[config.mk]
export PLATFORM = sky130hd
export DESIGN_NAME = button_conditioner
export DESIGN_NICKNAME = d
export VERILOG_FILES = /design/src/rtl/button_conditioner.sv
export SDC_FILE = /design/constraint.sdc
export NUM_CORES = 1
export LEC_CHECK = 0
export BUFFER_PORTS_ARGS = -buffer_cell sky130_fd_sc_hd__buf_2
export CORE_MARGIN = 2
export CORE_UTILIZATION = 65
export DETAILED_ROUTE_END_ITERATION = 16
export MAX_ROUTING_LAYER = met4
export PLACE_DENSITY = 0.83
export REMOVE_ABC_BUFFERS = 1
export SYNTH_ARGS = -nofsm -noshare
export SYNTH_HDL_FRONTEND = slang
export SYNTH_SLANG_ARGS = --single-unit
[constraint.sdc]
create_clock -name clk -period 4.3 [get_ports clk]
set_clock_uncertainty 0.05 [all_clocks]
set_input_delay 0.215 -clock clk [delete_from_list [all_inputs] [get_ports clk]]
set_output_delay 0.215 -clock clk [all_outputs]
set_load 0.02 [all_outputs]
[src/rtl/button_conditioner.sv]
// Multi-channel push-button front end: sync, polarity fix, debounce, press/release strobes.
// Define BUTTON_AUTOREPEAT_EN to build the per-channel typematic auto-repeat FSM.
module button_conditioner #(
  parameter int                 BUTTONS         = 4,
  parameter int                 DEBOUNCE_CYCLES = 1_000_000,
  parameter logic [BUTTONS-1:0] INVERT_MASK     = '0,
  parameter int                 REPEAT_DELAY    = 25_000_000,
  parameter int                 REPEAT_PERIOD   = 5_000_000
) (
  input  logic               clk,
  input  logic               rst,
  input  logic [BUTTONS-1:0] raw_signal,
  output logic [BUTTONS-1:0] level,
  output logic [BUTTONS-1:0] press_pulse,
  output logic [BUTTONS-1:0] release_pulse,
  output logic [BUTTONS-1:0] repeat_pulse,
  output logic               any_pressed
);

  localparam int CW = (DEBOUNCE_CYCLES > 1) ? $clog2(DEBOUNCE_CYCLES) : 1;
  localparam logic [CW-1:0] DEB_LAST = CW'(DEBOUNCE_CYCLES - 1);

  if (BUTTONS < 1 || DEBOUNCE_CYCLES < 1 || REPEAT_DELAY < 1 || REPEAT_PERIOD < 1) begin : g_bad_params
    $error("button_conditioner: all size/timing parameters must be >= 1");
  end

  logic [BUTTONS-1:0] sync0;
  logic [BUTTONS-1:0] sync1;
  logic [BUTTONS-1:0] cond;
  logic [CW-1:0]      cnt [BUTTONS];

  // Sync flops reset to the idle pin level so inverted channels do not see a phantom press.
  always_ff @(posedge clk) begin
    if (rst) begin
      sync0 <= INVERT_MASK;
      sync1 <= INVERT_MASK;
    end else begin
      sync0 <= raw_signal;
      sync1 <= sync0;
    end
  end

  assign cond = sync1 ^ INVERT_MASK;

  always_ff @(posedge clk) begin
    if (rst) begin
      level         <= '0;
      press_pulse   <= '0;
      release_pulse <= '0;
      for (int i = 0; i < BUTTONS; i++) cnt[i] <= '0;
    end else begin
      press_pulse   <= '0;
      release_pulse <= '0;
      for (int i = 0; i < BUTTONS; i++) begin
        if (cond[i] != level[i]) begin
          if (cnt[i] == DEB_LAST) begin
            level[i]         <= cond[i];
            cnt[i]           <= '0;
            press_pulse[i]   <= cond[i];
            release_pulse[i] <= ~cond[i];
          end else begin
            cnt[i] <= cnt[i] + CW'(1);
          end
        end else begin
          cnt[i] <= '0;
        end
      end
    end
  end

  assign any_pressed = |level;

`ifdef BUTTON_AUTOREPEAT_EN
  localparam int TWD = (REPEAT_DELAY > 1) ? $clog2(REPEAT_DELAY) : 1;
  localparam int TWP = (REPEAT_PERIOD > 1) ? $clog2(REPEAT_PERIOD) : 1;
  localparam int TW  = (TWD > TWP) ? TWD : TWP;
  localparam logic [TW-1:0] DELAY_LAST  = TW'(REPEAT_DELAY - 1);
  localparam logic [TW-1:0] PERIOD_LAST = TW'(REPEAT_PERIOD - 1);

  typedef enum logic [1:0] {IDLE, DELAY, RPT} rpt_state_t;

  rpt_state_t    state     [BUTTONS];
  rpt_state_t    state_nxt [BUTTONS];
  logic [TW-1:0] tmr       [BUTTONS];
  logic [TW-1:0] tmr_nxt   [BUTTONS];

  always_ff @(posedge clk) begin
    if (rst) begin
      for (int i = 0; i < BUTTONS; i++) begin
        state[i] <= IDLE;
        tmr[i]   <= '0;
      end
    end else begin
      for (int i = 0; i < BUTTONS; i++) begin
        state[i] <= state_nxt[i];
        tmr[i]   <= tmr_nxt[i];
      end
    end
  end

  // Strobe is decoded from the state, gated by level so the release cycle never repeats.
  always_comb begin
    repeat_pulse = '0;
    for (int i = 0; i < BUTTONS; i++) begin
      state_nxt[i] = state[i];
      tmr_nxt[i]   = tmr[i];
      if (!level[i]) begin
        state_nxt[i] = IDLE;
        tmr_nxt[i]   = '0;
      end else begin
        case (state[i])
          IDLE: begin
            if (press_pulse[i]) begin
              state_nxt[i] = DELAY;
              tmr_nxt[i]   = '0;
            end
          end
          DELAY: begin
            if (tmr[i] == DELAY_LAST) begin
              repeat_pulse[i] = 1'b1;
              state_nxt[i]    = RPT;
              tmr_nxt[i]      = '0;
            end else begin
              tmr_nxt[i] = tmr[i] + TW'(1);
            end
          end
          RPT: begin
            if (tmr[i] == PERIOD_LAST) begin
              repeat_pulse[i] = 1'b1;
              tmr_nxt[i]      = '0;
            end else begin
              tmr_nxt[i] = tmr[i] + TW'(1);
            end
          end
          default: begin
            state_nxt[i] = IDLE;
            tmr_nxt[i]   = '0;
          end
        endcase
      end
    end
  end
`else
  assign repeat_pulse = '0;
`endif

endmodule

==> results of run 1 <==
[cells in the mapped netlist (4+ instances only)]
library cell	number	area, sq um
a21oi_1	25	125
and2_1	7	43.8
and3_1	9	56.3
and4_1	12	105
buf_4	5	37.5
clkbuf_1	11	41.3
dfxtp_1	20	400
edfxtp_1	80	2400
ha_1	4	50.1
inv_1	9	33.8
nand2_1	28	105
nand3_1	31	155
nand4_1	21	131
nor2_1	64	240
nor2b_1	8	50.1
nor3_1	5	25.0
nor4_1	11	68.8
nor4b_1	8	70.1
o21ai_0	18	90.1
o31ai_1	8	60.1
or3_1	14	87.6
or4_1	11	82.6
xnor2_1	24	210
xor2_1	29	254
[metal layers]
metal	vias to the layer above	GRT usage	share of wire
li1	1916	-	-
met2	59	0.399	0.50
met3	18	0.0508	0.030
met4	0	0.0944	0.020
met1	1811	0.280	0.45
met5	-	-	0
[path summary, 6_finish.rpt]
check	end	cells past startpoint
worst min-delay path	sync0[3]	2
worst max register to register	cnt[0][10]	4
worst max-delay path	cnt[0][10]	4
worst min register to register	cond[3]	1
[cell type report]
| type | count | area share |
|---|---|---|
| clock inverter | 5 | 0.00499 |
| multi-input combinational | 441 | 0.438 |
| clock buffer | 11 | 0.0228 |
| inverter | 9 | 0.00586 |
| timing repair buffer | 21 | 0.0204 |
| sequential | 100 | 0.486 |
| tap | 102 | 0.0221 |
[registers in the layout, indices dropped and copies added, names as in the netlist]
name           count
cnt               80
cond               4
level              4
press_pulse        4
release_pulse      4
sync0              4
[power groups by stage]
| stage | clock network (mW) | registers (mW) | logic [mW] |
|---|---|---|---|
| 2_1_floorplan | 0 | 1.13 | 0.0611 |
| 3_3_place_gp | 0 | 1.14 | 0.0742 |
| 3_5_place_dp | 0 | 1.14 | 0.0757 |
| 4_1_cts | 0.525 | 1.12 | 0.0781 |
| 5_1_grt | 0.558 | 1.13 | 0.0919 |
| 6_report | 0.517 | 1.12 | 0.0807 |
[cell families after synthesis]
kind of cell,share of synthesized area
AND/OR/NAND/NOR,0.263
flip-flops,0.544
AO/OA/AOI/OAI,0.0627
XOR/XNOR,0.0901
buffers and inverters,0.0248
adder cells (fa/ha/maj),0.00972
other,0.00146
multiplexers,0.00389
[timing repair]
action | in CTS | in global routing
hold buffers | 2 | 0
endpoints found under the hold margin | 2 | 0
resized for setup | 0 | 0
[critical path: stages (launching register included)]
cell      delay, ps
edfxtp_1        460
or4b_1          570
or4_1           450
o21ai_2         670
nor2_1          130
==> impl_results.md, run 1 <==
* Status: finished clean
* Total core area at a little under 0.008 sq mm
* Cell area after layout at about 0.0058 sq mm
* Clk pwr share at 0.301
* Worst Setup Start Kind: flop
* Area Growth Syn to Fin at 12.0%
* CTS buffer count at 9
* Worst Tran Pin Value at about 800 ps
* Kind of critical path: reg -> reg
* Comb power frac at 0.047
* Main flop type after synthesis: edfxtp_1
* Initial antenna violation count at 0
* RSZ-0062 raised after global routing: no
* Hold Crit Class: in -> reg
* Die Ht at 93.0 um
* Worst slew margin at 0.468
* WL per Instance at 13.8 um
* Pre-CTS setup slack at 1720 ps
* Hold path start: raw_signal[3]
* Hpwl dp at 6800 um
* Hold_ws at 42.1 ps
* Register area share after synthesis at 0.544
* Pleak at a little under 2 nW
* Final min period at between 2000 and 3000 ps
* Worst vdd ir at 0.000184 V
* Final WL at 9490 um
* Sw power at 0.400 mW
* Critical path origin: cnt[0][13]
* Die W at 93.0 um
* Syn. warnings at 0
* Via density at 5.52
* Part of the power in registers at 0.652
* Total global-route track usage at 0.237
* Drt pass-1 iters at 4
* Initial Utilization at 0.670
* Dpl cells at 671
* CTS clk-pin slew, worst paths at 90 ps
* Bufs on Longest Clock Path at 2
* 1st-iter DRT viols at 135
* RR Startpoint: cnt[0][13]
* Final Hold Viols at 0
* CP Data Required Time at 4340 ps
* Worst path arrival time at approximately 2600 ps
* Largest net degree at the start of global routing at 21
* Clock tree from TritonCTS: built
* R2r setup slk at roughly 1700 ps
* First-pass GRT wire length at 15900 um
* Nets at 592
* Cells after Synth at 487
* Most frequent cells in the layout: conb_1, edfxtp_1, nor2_1
* Fin crit share at 0.601
* Switching share of power at 0.233
* Syn avg cell area at around 11 sq um
* Setup bufs post-CTS at 0
* Final Wtd Congestion at 0.899
* Fraction of layout instances using a drive strength above 1 at 0.0698
* Rows at 32
* Worst setup margin at 1710 ps
* Fmax at between 0.3 and 0.4 GHz
* Setup TNS at 0 ps
* H-tree depth at 3
* Vias at 3804
* Detail Route Antenna Nets at 0
* Finished Layout Cells at 689
* Pwr dens at roughly 300 mW/mm^2
* Total grt overflow at 0
* Drc violations at 0
* FFs w/ async S/R, synth at 0
* Total power at 1.72 mW
* Synth Cell Area at ~0.005 sq mm
* Footprint of the multi-input gates at 0.00253 sq mm
* Util after Layout at 0.750
* Synth Register Bits at 100
* # setup viols final at 0
* CP max FO at 19
* Clk_lat worst skew at 370 ps
* Port bufs at 18
* Die ar. at between 0.008 and 0.009 sq mm
* IO Pins at 23
* Most common cell after layout, fill and taps aside: conb_1
* FF/Latch Area at 0.00280 sq mm
* Fill count at 563
* Clk root buf: clkbuf_8
* Max_cap viols at 0
* Number of diodes at 0
* CTS Sinks at 100
* Int Pwr at approximately 1.3 mW
* Number of distinct library cells after synthesis at 40
* Endpoint class of the critical path: flop
* Post-synth EDFFs at 80
* Placed cell areas at 0.00559 sq mm
* Vias in the first global route at 3690
* Final Max Tran Viols at 0
Power figures use the tool's default switching activity.
==> run 2: changes to the inputs <==
ABC_AREA = 1   (was default)
CORE_UTILIZATION = 62   (was 65)
PLACE_DENSITY = 0.79   (was 0.83)
clock period = 2.4 ns   (was 4.3 ns; I/O delays follow)
==> impl_results.md, run 2 <==
* Clk_lat worst skew at 360 ps
* Cells after Synth at between 700 and 800
* Drt pass-1 iters at 5
* Largest net degree at the start of global routing at 21
* Worst Tran Pin Value at 531 ps
* Nets at 827
* Clock tree from TritonCTS: built
* H-tree depth at 3
* Fraction of layout instances using a drive strength above 1 at 0.0827
* Post-CTS Resized at 0
* Worst slew margin at 0.643
* Main flop type after synthesis: edfxtp_1
* R2r endpoint: cnt[2][17]
* Final WL at 10600 um
* Synth Register Bits at 100
* Hold path start: rst
* RSZ-0062 raised after global routing: no
* Total global-route track usage at 0.233
* Hpwl dp at 8030 um
* Vias in the first global route at 4279
* Worst vdd ir at between 0.0002 and 0.0003 V
* Status: finished clean
* # setup viols final at 0
* Fmax at 0.527 GHz
* Worst Setup Start Kind: flop
* Final Max Tran Viols at 0
* Cells on worst reg2reg path at 7
* Placed cell areas at 0.00615 sq mm
* Critical path cell sequence: ha_1 > nand3_2 > nor3_2 > nand3_1 > nand2_1 > buf_4 > a21oi_1
* IO Pins at 23
* Syn avg cell area at 8.01 sq um
* Die ar. at 0.00997 sq mm
* Synth cell count leaders: nand2_1, nor2_1, edfxtp_1, inv_1, nand3_1
* Top reg by flops: cnt
* Die W at 99.8 um
* Most numerous cell in the Yosys netlist: nand2_1
* Synth Cell Area at 0.00569 sq mm
* Total power at 3.24 mW
* Setup bufs post-CTS at 0
* RR Startpoint: cnt[2][0]
* Bufs on Longest Clock Path at 2
* Total core area at between 0.008 and 0.009 sq mm
* Hold depth at 2
* Register area share after synthesis at 0.492
* FFs w/ async S/R, synth at 0
* Setup TNS at 0 ps
* Pleak at 2.52 nW
* GRT met3 Usage at 0.0397
* Most Used Layer, Global Route: met2
* Cell area after layout at 0.00638 sq mm
* Max reg flops at 80
* Final Wtd Congestion at 0.947
* Die Ht at 99.8 um
* R2r setup slk at 500 ps
* 1st-iter DRT viols at ~150
* Hold Crit Class: in -> reg
* Final Hold Viols at 0
* First-pass GRT wire length at 18200 um
* Post-synth EDFFs at 80
* Fin crit share at 0.791
* Drc violations at 0
* Total grt overflow at 0
* CTS Sinks at 100
* CTS buffer count at 9
* Rows at 34
* Number of diodes at 0
* CP max-delay cell: edfxtp_1
* Cell accounting for the most synthesized area: edfxtp_1
* CP Data Required Time at 2470 ps
* Most common cell after layout, fill and taps aside: nand2_1
* Pwr dens at 507 mW/mm^2
* Syn. warnings at 0
* Port bufs at 18
* Number of distinct library cells after synthesis at 33
* CP max FO at 13
* Clk root buf: clkbuf_8
* WL per Instance at 11.4 um
* Endpoint class of the critical path: flop
* Vias at 4616
* Worst path arrival time at around 2000 ps
* Max_cap viols at 0
* Initial Utilization at 0.647
* CTS clk-pin slew, worst paths at 90 ps
* WHS Endpoint: sync0[1]
* Met2 Use GR at 0.372
* Met1 Track Usage GR at 0.305
* Post-synth top area share at 0.422
* Kind of critical path: reg -> reg
* Via density at 4.96
* Detail Route Antenna Nets at 0
* Area Growth Syn to Fin at 12.1%
* Final min period at around 1900 ps
* Synth area leaders: edfxtp_1, nand2_1, nor2_1
* Most frequent cells in the layout: nand2_1, nor2_1, conb_1
* Critical Path Max Stage Delay at approximately 420 ps
* CTS Hold Bufs at 4
* Initial antenna violation count at 0
run 2: cell types whose count changed in the layout (fill, tap and decap cells not counted), sizes merged, moves of 10 or more:
cell	change
a21oi	+10
and4	-12
inv	+63
nand2	+152
nand3	+15
nand4	-12
nor2	+112
nor4	-11
o21ai	-13
or3	-14
or4	-11
xor2	-11
run 2: per-stage QoR:
| stage | cells | util | hold WS (ps) | setup WS (ps) |
|---|---|---|---|---|
| detailed placement | 910 | 0.699 | 279 | 493 |
| floorplan | 781 | - | 141 | 608 |
| CTS | 930 | 0.725 | 17.0 | 491 |
| finish | 930 | 0.725 | 32.1 | 502 |
| global placement | 910 | 0.699 | 278 | 564 |
| global route | 930 | 0.725 | 39.4 | 344 |
run 2: per-layer routing:
metal	vias to the layer above	wire, um	share of wire
met5	-	0	0
li1	2410	-	-
met1	2107	5130	0.48
met4	0	162	0.015
met3	18	335	0.032
met2	81	5000	0.47
run 2: where the power goes:
part           switching, mW  internal (mW)  total (mW)
registers             0.0705           1.93        2.00
logic                  0.118         0.0595       0.177
clock network          0.580          0.476        1.06
total                  0.768           2.47        3.24
run 2: kinds of logic (layout without fill, tap and decap cells):
logic type / count (synthesis) / in the layout / share of synthesized area
xor gates and xnor gates: 36 / 36 / 0.0554
other: 2 / 84 / 0.00132
buffers and inverters: 84 / 113 / 0.0646
AOI/OAI and AO/OA: 45 / 45 / 0.0411
adders and majority gates: 4 / 4 / 0.00879
and+or+nand+nor: 440 / 440 / 0.337
DFF: 100 / 100 / 0.492
run 2: area by class of cell:
class | instances | area (sq um)
clock buffers | 9 | 124
clock inverters | 7 | 67.6
fillers | 713 | 2420
inverters | 72 | 270
multi-input cells | 609 | 2830
flip-flops and latches | 100 | 2800
well taps | 108 | 135
repair buffers | 25 | 153
run 2: worst max path at each step:
stage / from / end
after global routing: cnt[2][0] / cnt[2][2]
final: cnt[2][0] / cnt[2][17]
after CTS: cnt[2][0] / cnt[2][11]
after global placement: cnt[2][0] / cnt[2][15]
after floorplan: cnt[3][0] / cnt[3][16]
after detailed placement: cnt[2][0] / cnt[2][11]
run 2: critical path: cells and delay by family (launching register included):
family | cells | cell delay (ps)
buffers and inverters | 1 | 250
AND/OR/NAND/NOR | 4 | 650
adder cells (fa/ha/maj) | 1 | 230
AO/OA/AOI/OAI | 1 | 60
flip-flops | 1 | 420
==> run 3: changes to the inputs <==
CORE_UTILIZATION = 56   (was 62)
PLACE_DENSITY = 0.75   (was 0.79)
clock period = 1.7 ns   (was 2.4 ns; I/O delays follow)
==> impl_results.md, run 3 (synthesized netlist as in run 2, its figures left out) <==
* Most common cell after layout, fill and taps aside: nand2_1
* Port bufs at 18
* Clk root buf: clkbuf_8
* Status: finished clean
* Final Hold Viols at 0
* Total core area at 0.00982 sq mm
* Fin crit share at 0.988
* Die W at 105 um
* GRT met3 Usage at 0.0237
* WL per Instance at between 10 and 15 um
* Met2 Use GR at 0.360
* Initial Utilization at 0.580
* CTS Sinks at 100
* Drc violations at 0
* Nets at 860
* Dpl cells at 954
* # setup viols final at 0
* Vias at 4791
* Initial antenna violation count at 0
* Total global-route track usage at 0.223
* CTS buffer count at 9
* Via density at approximately 4.8
* Total grt overflow at 0
* Final min period at 1680 ps
* Hpwl dp at 8420 um
* Final WL at 11600 um
* Util after Layout at 0.693
* Worst path arrival time at 1760 ps
* Fmax at between 0.5 and 0.6 GHz
* Bufs on Longest Clock Path at 2
* Pwr dens at 683 mW/mm^2
* Fill count at just over 800
* Final Max Tran Viols at 0
* Top reg by flops: cnt
* Most frequent cells in the layout: nand2_1, nor2_1, conb_1
* CP max-delay cell: edfxtp_1
* Most Used Layer, Global Route: met2
* Detail Route Antenna Nets at 0
* Rows at 36
* Pleak at about 2.7 nW
* IO Pins at 23
* Final Wtd Congestion at approximately 0.9
* Max_cap viols at 0
* Clk_lat worst skew at 380 ps
* Critical path cell sequence: ha_4 > nand3_4 > nor3_4 > nand3_2 > nand2_2 > clkbuf_16 > nor3_2
* Worst path bufs/invs at 1
* Largest net degree at the start of global routing at 21
* Die Ht at 105 um
* H-tree depth at 3
* Max reg flops at 80
* Worst Setup Start Kind: flop
* Hold Crit Class: reg -> reg
* Crit path max-delay family: simple AND/OR/NAND/NOR gates
* Number of diodes at 0
* Clock tree from TritonCTS: built
* Die ar. at 0.0110 sq mm
* CTS clk-pin slew, worst paths at roughly 100 ps
* Met1 Track Usage GR at 0.290
* Finished Layout Cells at 988
* CP max FO at 10
* RSZ-0062 raised after global routing: yes
* Vias in the first global route at 4493
* Area Growth Syn to Fin at 19.5%
* Drt pass-1 iters at 5
* CP Data Required Time at 1790 ps
* 1st-iter DRT viols at 196
* Fraction of layout instances using a drive strength above 1 at 0.133
* Endpoint class of the critical path: flop
* Worst vdd ir at approximately 0.00043 V
* First-pass GRT wire length at 19500 um
* Critical Path Max Stage Delay at 440 ps
* Kind of critical path: reg -> reg
==> run 3: cell count changes in the layout (fill, tap and decap cells not counted), sizes merged <==
cell         change
inv              +3
dlygate4sd3      +1
clkinvlp         -2
bufinv           -1
clkinv           -1
clkbuf           +2
buf             +31
==> run 3: worst register-to-register path, delay by kind of cell (launching register included) <==
family | cells | cell delay, ps
adder cells (fa/ha/maj) | 1 | 180
flip-flops | 1 | 440
buffers and inverters | 1 | 180
AND/OR/NAND/NOR | 5 | 610
==> run 3: layout make-up <==
cell class	instances	area [sq um]	share of cell area
Inverter	72	270	0.0397
Sequential cell	100	2800	0.412
Timing Repair Buffer	58	449	0.0660
Multi-Input combinational cell	609	2930	0.430
Clock buffer	10	149	0.0219
Tap cell	133	166	0.0244
Clock inverter	6	43.8	0.00643
==> run 3: final timing paths <==
kind | endpoint | slack (ps) | depth (start not counted) | start
worst min-delay path | cond[0] | 360 | 2 | sync0[0]
worst max-delay path | cnt[3][2] | 20 | 7 | cnt[3][1]
worst min register to register | cond[0] | 360 | 2 | sync0[0]
worst max register to register | cnt[3][2] | 20 | 7 | cnt[3][1]
==> run 3: layer usage <==
layer	part of all wire	routed length [um]
met5	0	0
met4	0.017	197
met3	0.048	561
met2	0.48	5610
met1	0.45	5250
==> run 3: through the flow <==
step / setup TNS, ps / setup WS (ps) / total power, mW / instance area [sq um] / hold slack (ps)
4_1_cts: 0 / 3.40 / 4.65 / 6610 / 359
6_report: 0 / 20.6 / 4.65 / 6810 / 357
5_1_grt: -590 / -47.6 / 4.84 / 6810 / 364
3_3_place_gp: 0 / 91.3 / 3.13 / 6350 / 254
2_1_floorplan: -1450 / -91.6 / 3.04 / 5900 / 106
3_5_place_dp: 0 / 5.57 / 3.14 / 6350 / 260
==> run 3: timing repair <==
action,in CTS,in global routing
pin swaps,1,4
resized for setup,0,22
buffers inserted,2,10
setup endpoints to repair,20,79
gates cloned,0,1
hold buffers,5,0
hold endpoints to repair,7,0
==> run 3: power breakdown <==
part           leakage, nW  switching (mW)  internal [mW]
sequential           0.988          0.0904           2.73
combinational         1.63           0.193          0.125
clock                0.103           0.879          0.632
total                 2.72            1.16           3.49
